$ cat config.mk
export PLATFORM = sky130hd
export DESIGN_NAME = doorbell_seq
export DESIGN_NICKNAME = d
export VERILOG_FILES = /design/src/rtl/doorbell_seq.sv
export SDC_FILE = /design/constraint.sdc
export NUM_CORES = 1
export LEC_CHECK = 0
export CAP_MARGIN = 40
export CELL_PAD_IN_SITES_DETAIL_PLACEMENT = 0
export CELL_PAD_IN_SITES_GLOBAL_PLACEMENT = 1
export CORE_MARGIN = 3
export CORE_UTILIZATION = 35
export CTS_CLUSTER_DIAMETER = 60
export CTS_CLUSTER_SIZE = 20
export DETAILED_ROUTE_END_ITERATION = 6
export PLACE_DENSITY_LB_ADDON = 0.12
export SYNTH_ARGS = -nofsm -noshare
export SYNTH_HDL_FRONTEND = slang
export SYNTH_SLANG_ARGS = --single-unit
$ cat constraint.sdc
create_clock -name clk -period 2.4 [get_ports clk]
set_clock_uncertainty 0.15 [all_clocks]
set_input_delay 0.24 -clock clk [delete_from_list [all_inputs] [get_ports clk]]
set_output_delay 0.24 -clock clk [all_outputs]
set_load 0.005 [all_outputs]
$ cat src/rtl/doorbell_seq.sv
// Two-tone doorbell chime: plays a "ding" channel, a silent gap, then a "dong"
// channel. The selected live sample stream is passed through a fixed-latency register line.
//
// state | meaning
// IDLE  | waiting for press; mux outputs 0
// DING  | first tone, sounds[latched sel_a] for TONE_LEN cycles
// GAP   | silence for GAP_LEN cycles
// DONG  | second tone, sounds[latched sel_b] for TONE_LEN cycles
module doorbell_seq #(
    parameter int WIDTH    = 8,
    parameter int SEL_W    = 2,
    parameter int DELAY    = 5,
    parameter int TONE_LEN = 16,
    parameter int GAP_LEN  = 4,
    parameter int RETRIG   = 0
) (
    input  logic                          clk,
    input  logic                          rst,
    input  logic [(2**SEL_W)*WIDTH-1:0]   sounds,
    input  logic                          press,
    input  logic [SEL_W-1:0]              sel_a,
    input  logic [SEL_W-1:0]              sel_b,
    output logic [WIDTH-1:0]              out,
    output logic                          busy,
    output logic                          done
);

    localparam int NSRC   = 2**SEL_W;
    localparam int MAXLEN = (TONE_LEN > GAP_LEN) ? TONE_LEN : GAP_LEN;
    localparam int CNT_W  = (MAXLEN > 1) ? $clog2(MAXLEN) : 1;

    localparam logic [CNT_W-1:0] TONE_LAST = CNT_W'(TONE_LEN - 1);
    localparam logic [CNT_W-1:0] GAP_LAST  = CNT_W'(GAP_LEN - 1);

    typedef enum logic [1:0] {
        S_IDLE = 2'd0,
        S_DING = 2'd1,
        S_GAP  = 2'd2,
        S_DONG = 2'd3
    } state_t;

    state_t             state_q, state_d;
    logic [CNT_W-1:0]   cnt_q, cnt_d;
    logic [SEL_W-1:0]   sela_q, sela_d;
    logic [SEL_W-1:0]   selb_q, selb_d;
    logic               done_q, done_d;
    logic [WIDTH-1:0]   m;
    logic [WIDTH-1:0]   chan [NSRC];
    logic [WIDTH-1:0]   dly_q [DELAY];

    for (genvar i = 0; i < NSRC; i++) begin : g_chan
        assign chan[i] = sounds[i*WIDTH +: WIDTH];
    end

    always_ff @(posedge clk) begin
        if (rst) begin
            state_q <= S_IDLE;
            cnt_q   <= '0;
            sela_q  <= '0;
            selb_q  <= '0;
            done_q  <= 1'b0;
        end else begin
            state_q <= state_d;
            cnt_q   <= cnt_d;
            sela_q  <= sela_d;
            selb_q  <= selb_d;
            done_q  <= done_d;
        end
    end

    always_comb begin
        state_d = state_q;
        cnt_d   = cnt_q + 1'b1;
        sela_d  = sela_q;
        selb_d  = selb_q;
        done_d  = 1'b0;

        case (state_q)
            S_IDLE: cnt_d = '0;
            S_DING: begin
                if (cnt_q == TONE_LAST) begin
                    state_d = S_GAP;
                    cnt_d   = '0;
                end
            end
            S_GAP: begin
                if (cnt_q == GAP_LAST) begin
                    state_d = S_DONG;
                    cnt_d   = '0;
                end
            end
            S_DONG: begin
                if (cnt_q == TONE_LAST) begin
                    state_d = S_IDLE;
                    cnt_d   = '0;
                    done_d  = 1'b1;
                end
            end
            default: begin
                state_d = S_IDLE;
                cnt_d   = '0;
            end
        endcase

        // A (re)start overrides everything above, including a completing DONG.
        if (press && (state_q == S_IDLE || RETRIG != 0)) begin
            state_d = S_DING;
            cnt_d   = '0;
            sela_d  = sel_a;
            selb_d  = sel_b;
            done_d  = 1'b0;
        end
    end

    always_comb begin
        m = '0;
        case (state_q)
            S_DING:  m = chan[sela_q];
            S_DONG:  m = chan[selb_q];
            default: m = '0;
        endcase
    end

    always_ff @(posedge clk) begin
        if (rst) begin
            for (int i = 0; i < DELAY; i++) dly_q[i] <= '0;
        end else begin
            dly_q[0] <= m;
            for (int i = 1; i < DELAY; i++) dly_q[i] <= dly_q[i-1];
        end
    end

    assign out  = dly_q[DELAY-1];
    assign busy = (state_q != S_IDLE);
    assign done = done_q;

endmodule

## After elaboration in Yosys (flattened, before gate mapping)

Memories as Yosys holds them, arrays and structs flattened.
Cells that the tools add are included.

| storage, ports and cells | value |
|---|---|
| bits in writable memories | 40 |
| register bits after elaboration | 11 |
| memories kept | 1 |
| input bits | 39 |
| logic and storage cells | 63 |

Memories:

| memory | words | bits a word | read ports | clocked after Yosys merged registers in | write ports | line | RTL |
|---|---|---|---|---|---|---|---|
| dly_q | 5 | 8 | 5 | 0 | 5 | 49 | `logic [WIDTH-1:0] dly_q [DELAY];` |

| cells by class | value |
|---|---|
| eq/ne operators | 11 |
| multiplexer cells | 24 |
| order comparisons | 2 |
| reductions and logical operators | 10 |
| bitwise gates (word level) | 8 |
| add/sub/neg operators | 1 |

Operators with widths:

| operator | number |
|---|---|
| 8-bit 2-to-1 mux | 9 |
| 8-bit binary-select mux with 2-bit select | 2 |
| 8-bit one-hot mux with 2 select lines | 1 |
| 4-bit one-hot mux with 3 select lines | 1 |
| 3-bit != test (second input constant) | 3 |
| 4-bit 2-to-1 mux | 2 |
| 4-bit AND reduction | 2 |
| 3-bit greater-or-equal comparator (second input constant) | 2 |
| 2-bit 2-to-1 mux | 3 |
| 2-bit != test (second input constant) | 3 |
| 2-bit inverter with 3-bit output | 2 |
| 2-bit one-hot mux with 3 select lines | 1 |
| 1-bit 2-to-1 mux | 5 |
| 1-bit OR | 5 |
| 4-bit by 1-bit adder with 4-bit output (second input constant) | 1 |
| 2-bit == test (second input constant) | 2 |
| 4-bit by 2-bit == test with 1-bit output (second input constant) | 1 |
| 4-bit == test (second input constant) | 1 |
| 4-bit nonzero test | 1 |
| 2-bit OR reduction | 2 |
| 3-bit nonzero test | 1 |
| 3-bit OR reduction | 1 |
| 2-bit by 1-bit == test with 1-bit output (second input constant) | 1 |
| 2-bit zero test | 1 |
| 3 further kinds | 3 |

## Longest topological paths before layout

Gate-level depths: netlist of run 1.

| logic depth | value |
|---|---|
| word-level depth | 6 |
| gate-level depth with buffers | 4 |
| gate-level depth less buffers | 4 |

## Worst setup path after synthesis of run 1

OpenSTA, ideal clock, no wires.

| path | value |
|---|---|
| kind | register -> register |
| start | register selb_q[0] |
| end | memory dly_q[0][0] |
| clock period less this slack | 1433 ps |
| arrival time | 1166 ps |
| slack | 967 ps |
| cell stages (with the launch flop) | 4 |
| library setup time | 117 ps |
| path through | dfxtp_1 > buf_6 > mux4_2 > a22o_1 |

RTL lines:

| item | line | RTL |
|---|---|---|
| from (decl) | 45 | `logic [SEL_W-1:0] selb_q, selb_d;` |
| from (signal assigned) | 66 | `selb_q <= selb_d;` |
| to (decl) | 49 |  |

## Final worst setup path of run 1

| path | value |
|---|---|
| start | register state_q[1] |
| end | output busy |

| between the ends | value |
|---|---|
| word-level cells in the longest chain between the ends | 1 |

Ends and longest elaborated chain:

| item | line | RTL |
|---|---|---|
| from (decl) | 42 | `state_t state_q, state_d;` |
| from (signal assigned) | 63 | `state_q <= state_d;` |
| 2-bit nonzero test | 134 | `assign busy = (state_q != S_IDLE);` |
| to (decl) | 24 | `output logic busy,` |

Every way passes these cells.

==> results of run 1 <==
state kept, by name (all words and copies together), names as in the netlist:
signal   cells
sela_q       2
state_q      2
selb_q       2
done         1
dly_q       40
cnt_q        4
metal layers:
layer | vias up | track usage [%]
met5 | - | 0
met4 | 0 | 5.72
met3 | 4 | 3.80
met2 | 48 | 19.6
met1 | 607 | 12.3
li1 | 624 | -
power by group:
| group | switching, mW | internal [mW] | leakage, nW |
|---|---|---|---|
| logic | 0.0508 | 0.123 | 0.489 |
| clock network | 0.263 | 0.205 | 0.0483 |
| registers | 0.0220 | 0.866 | 0.414 |
| total | 0.336 | 1.19 | 0.951 |
synthesized netlist by cell type (2+ instances only):
cell type / n
a21oi_1: 2
a22o_1: 8
buf_4: 9
buf_6: 3
clkbuf_1: 4
clkbuf_8: 2
dfxtp_1: 51
mux2i_1: 4
mux4_1: 4
mux4_2: 12
nor2_1: 6
nor2b_1: 32
nor3_1: 2
nor3b_4: 2
xor2_1: 2
metrics by stage:
stage,setup slack [ns],cells,utilization [%]
after global routing,0.327,269,46.2
after floorplan,0.967,157,-
final,0.414,269,46.2
after CTS,0.392,269,46.2
after global placement,0.606,261,44.6
after detailed placement,0.545,261,44.6
cells in the final DEF, fill, tap and decap left out, types with 2 or more instances in the layout:
cell             count
nor2b_1             32
dfxtp_1             51
a21oi_1              2
nor2_1               6
clkinv_2             2
clkdlybuf4s50_1     48
buf_4                2
mux4_1               4
clkbuf_8             5
mux4_2              12
a22o_1               8
xor2_1               2
nor3b_4              2
mux2i_1              4
nor3_1               2
final timing paths:
kind | start | end | slack, ns | depth (start not counted)
max reg2reg | selb_q[0] | dly_q[0][5] | 0.64 | 2
min | dly_q[0][9] | dly_q[0][17] | 0.29 | 1
min reg2reg | dly_q[0][9] | dly_q[0][17] | 0.29 | 1
max | state_q[1] | busy | 0.41 | 2
cell families (layout without fill, tap and decap cells):
kind of cell               after synthesis  after routing  share of synthesized area, %
muxes                                   20             20                          20.2
buffers and inverters                   19             59                          7.16
adders and majority gates                1              1                         0.607
AOI/OAI and AO/OA                       13             13                          4.98
xor gates and xnor gates                 3              3                          1.28
DFF                                     51             51                          49.5
and+or+nand+nor                         50             50                          16.3
area by class of cell:
type,count,area (sq um)
Clock buffer,5,68.8
Multi-Input combinational cell,87,892
Fill cell,528,3020
Timing Repair Buffer,50,495
Inverter,1,3.75
Tap cell,72,90.1
Clock inverter,3,18.8
Sequential cell,51,1020
==> reports/results.txt, run 1 <==
Status: completed
Post-route met1 wirelength: 1430 microns
Core footprint: 5610 sq um
Startpoint Class: register
Netlist cell types: 29
Share of flip-flops with an asynchronous set or reset: 0%
Final setup viols: 0
Vias in the first global route: 1353
Slowest-stage cell, CP: dfxtp_1
RSZ-0062 raised after global routing: no
Top sig layer: met4
Final Critical Period: 1.99 ns
Initial Util: 36.7%
Crit path required time: 2.01 ns
Average routed wire per standard cell: 12.9 microns
Cts bufs inserted: 5
Row cnt: 27
Die Wd: 82.7 microns
# hold bufs at CTS: 0
Top FF cell, synth: dfxtp_1
1st-pass router iterations: 4
WL final: 3460 microns
All-layer global routing usage: 11.3%
Clk sink count: 51
Post-Synthesis Cell Area: 2060 sq um
Syn avg cell area: 13.1 sq um
Min-Delay Path Class: reg -> reg
Sequential area share after synthesis: 49.5%
RePlAce Congestion: 0.726
Relative slew slack: 61.7%
Layout cell share with drive strength beyond 1: 13.7%
Clock root cell: clkbuf_8
Top post-synthesis cells by area: dfxtp_1 (50%), mux4_2 (13%), nor2b_1 (9.7%)
Vias/cell: 4.77
H-tree depth: 2
Die H: 82.7 microns
# DRC: 0
Minimum hold slack: 0.289 ns
Worst IR Drop VDD: 0.339 mV
CP Capture Type: primary output
Met2 routed WL: 1730 microns
Critical Path AT: 1.60 ns
Synth Net Count: 197
Yosys warning total: 0
WL met3: 251 microns
Final setup TNS: 0 ns
Area grow syn2layout: 25.7%
Family with the most delay on the worst path: flip-flops
I/O Pins: 49
Final #Nets: 236
Clk buf depth: 2
Post-Layout Inst Area: 2590 sq um
Slowest stage delay, CP: 0.61 ns
Clock transition at the registers of the reported paths: 0.09 ns
Hold Vio Cnt, Final: 0
Ant diodes: 0
IO Port Bufs: 48
EDFF count, synth: 0
Clock latency on the worst-skew pair: 0.29 ns
Maximum clock rate: 0.504 GHz
# resized after CTS: 0
Critical path buffer and inverter count: 1
Synth Register Bits: 51
Overall power: 1.53 mW
Period utilization: 82.7%
Placement Cell Area: 2500 sq um
First-pass GRT wire length: 5750 microns
Critical-path cell list: or2_2 -> clkdlybuf4s50_1
Antenna violations before repair: 0
Initial DRC Count: 19
Syn Inst Count: 157
Largest net degree at the start of global routing: 25
Die area: 6840 sq um
Max Cap Violations: 0
Worst-path maximum fanout: 10
Slew Viols, Final: 0
DR vias: 1283
Post-DP HPWL: 2750 microns
TritonCTS clock tree: yes
Post-CTS Repair Setup Buffers: 0
Synth area leader: dfxtp_1
Pwr per Cell Area: 591 nW/um^2
Post-synth top area share: 49.5%
Pleak: 0.951 nW
Antenna Violating Nets Remaining: 0
Congestion Overflow GR: 0
Worst-margin pin slew: 0.572 ns
CP Class: reg -> out
Note: power is estimated with default switching activity, not from simulation.
==> run 2: changes to the inputs <==
==> constraint.sdc (replaced) <==
create_clock -name clk -period 1.9 [get_ports clk]
set_clock_uncertainty 0.15 [all_clocks]
set_input_delay 0.19 -clock clk [delete_from_list [all_inputs] [get_ports clk]]
set_output_delay 0.19 -clock clk [all_outputs]
set_load 0.005 [all_outputs]
==> run 2 against run 1 <==
Clock power grew 26%. Count of clock-buffer cells in the layout is the same. Non-clock buffer count grew 4. First-iteration DRC count grew 79%. Register-to-register slack lost 0.29 ns. Routed wire length shrank 2.9%. Sequential power grew 25%. Critical path type unchanged. Largest cell class unchanged.
==> reports/results.txt, run 2 (synthesis results as in run 1) <==
Most common cell after layout, fill and taps aside: dfxtp_1
WL final: 3360 microns
Die area: 6840 sq um
Clk sink count: 51
# hold bufs at CTS: 0
Final core occ: 46.7%
Register with the most flip-flops: dly_q
Final #Nets: 240
Minimum hold slack: 0.286 ns
Relative slew slack: 65.1%
Sequential power share: 57.3%
Largest net degree at the start of global routing: 17
Post-CTS Repair Setup Buffers: 0
# resized after CTS: 0
Pleak: 0.964 nW
Clock root cell: clkbuf_8
# DRC: 0
Period utilization: 94.7%
Slew Viols, Final: 0
Commonest non-fill, non-tap cells in the layout: dfxtp_1 (51), clkdlybuf4s50_1 (48), nor2b_1 (32)
Initial DRC Count: 34
Maximum clock rate: 0.556 GHz
First-pass GRT wire length: 5730 microns
Final setup viols: 0
Worst reg-to-reg path cell count: 3
Die Wd: 82.7 microns
Clock latency on the worst-skew pair: 0.29 ns
TritonCTS clock tree: yes
Final Critical Period: 1.80 ns
Overall power: 1.94 mW
RePlAce Congestion: 0.678
Critical register-to-register path startpoint: selb_q[0]
Cell Int Power: 1.51 mW
Crit path required time: 1.56 ns
Ant diodes: 0
Beginning of the worst hold path: dly_q[0][15]
IO Port Bufs: 48
Row cnt: 27
Post-DP HPWL: 2670 microns
Cts bufs inserted: 5
Vias in the first global route: 1290
P_sw: 0.430 mW
I/O Pins: 49
Worst-margin pin slew: 0.522 ns
Clk buf depth: 2
All-layer global routing usage: 11.4%
Worst IR Drop VDD: 0.342 mV
Critical Path AT: 1.46 ns
Average routed wire per standard cell: 12.3 microns
Final WS setup: 0.101 ns
Final setup TNS: 0 ns
CP Capture Type: primary output
Sw frac: 22.2%
1st-pass router iterations: 2
Final Instance Count excl. Fillers: 273
Combinational power share: 12.1%
Antenna violations before repair: 0
Fillers: 509
DR vias: 1277
Post-Layout Inst Area: 2620 sq um
Congestion Overflow GR: 0
Placed Cells: 265
Pwr per Cell Area: 740 nW/um^2
Dpl ws: 0.134 ns
Clock Power Share: 30.6%
Clock transition at the registers of the reported paths: 0.09 ns
Worst-path maximum fanout: 6
RSZ-0062 raised after global routing: no
H-tree depth: 2
Max Cap Violations: 0
Status: completed
Startpoint Class: register
CP Class: reg -> out
FF-to-FF End: dly_q[0][2]
Top Registers: dly_q x40, cnt_q x4
Largest register FFs: 40
Layout cell share with drive strength beyond 1: 15.4%
Antenna Violating Nets Remaining: 0
R2R setup slack: 0.35 ns
Hold Vio Cnt, Final: 0
WHS Endpoint: dly_q[0][23]
Die H: 82.7 microns
Area grow syn2layout: 27.2%
Placement Cell Area: 2530 sq um
Core footprint: 5610 sq um
Initial Util: 36.7%
Min-Delay Path Class: reg -> reg
Worst Hold Path Cells: 1
Vias/cell: 4.68
## run 2: cell count changes in the layout (fill, tap and decap cells not counted)
cell        before  now
clkinvlp_4       0    2
clkinv_2         2    1
inv_6            1    0
buf_4            2    6
## run 2: metal layers
metal,GRT usage [%],part of all wire [%],vias to the layer above
li1,-,-,632
met1,13.0,43,591
met2,18.9,48,49
met3,3.69,7.0,5
met4,5.88,1.8,0
met5,0,0,-
## run 2: how the worst max path moves through the flow
stage                     from           to  slack [ns]  cells after the start
global route        state_q[0]         busy        0.03                      2
floorplan            selb_q[0]  dly_q[0][0]        0.47                      3
global placement           rst  dly_q[0][5]        0.21                      3
finish              state_q[0]         busy        0.10                      2
detailed placement         rst  dly_q[0][2]        0.13                      3
CTS                 state_q[0]         busy        0.08                      2
## run 2: cell type report
type | instances | area (sq um) | share of cell area, %
well taps | 72 | 90.1 | 3.44
clock inverters | 3 | 20.0 | 0.764
clock buffers | 5 | 68.8 | 2.63
flip-flops and latches | 51 | 1020 | 38.9
inverters | 1 | 3.75 | 0.143
multi-input cells | 87 | 892 | 34.0
repair buffers | 54 | 526 | 20.0
## run 2: critical path, cell delays in order (launching register included)
cell	delay, ns
dfxtp_1	0.39
or2_2	0.33
clkdlybuf4s50_1	0.45
## run 2: power groups by stage
stage / clock, mW / sequential, mW / combinational [mW]
floorplan: 0 / 1.13 / 0.141
global placement: 0 / 1.14 / 0.233
detailed placement: 0 / 1.14 / 0.239
CTS: 0.619 / 1.11 / 0.240
global route: 0.661 / 1.12 / 0.256
finish: 0.593 / 1.11 / 0.236
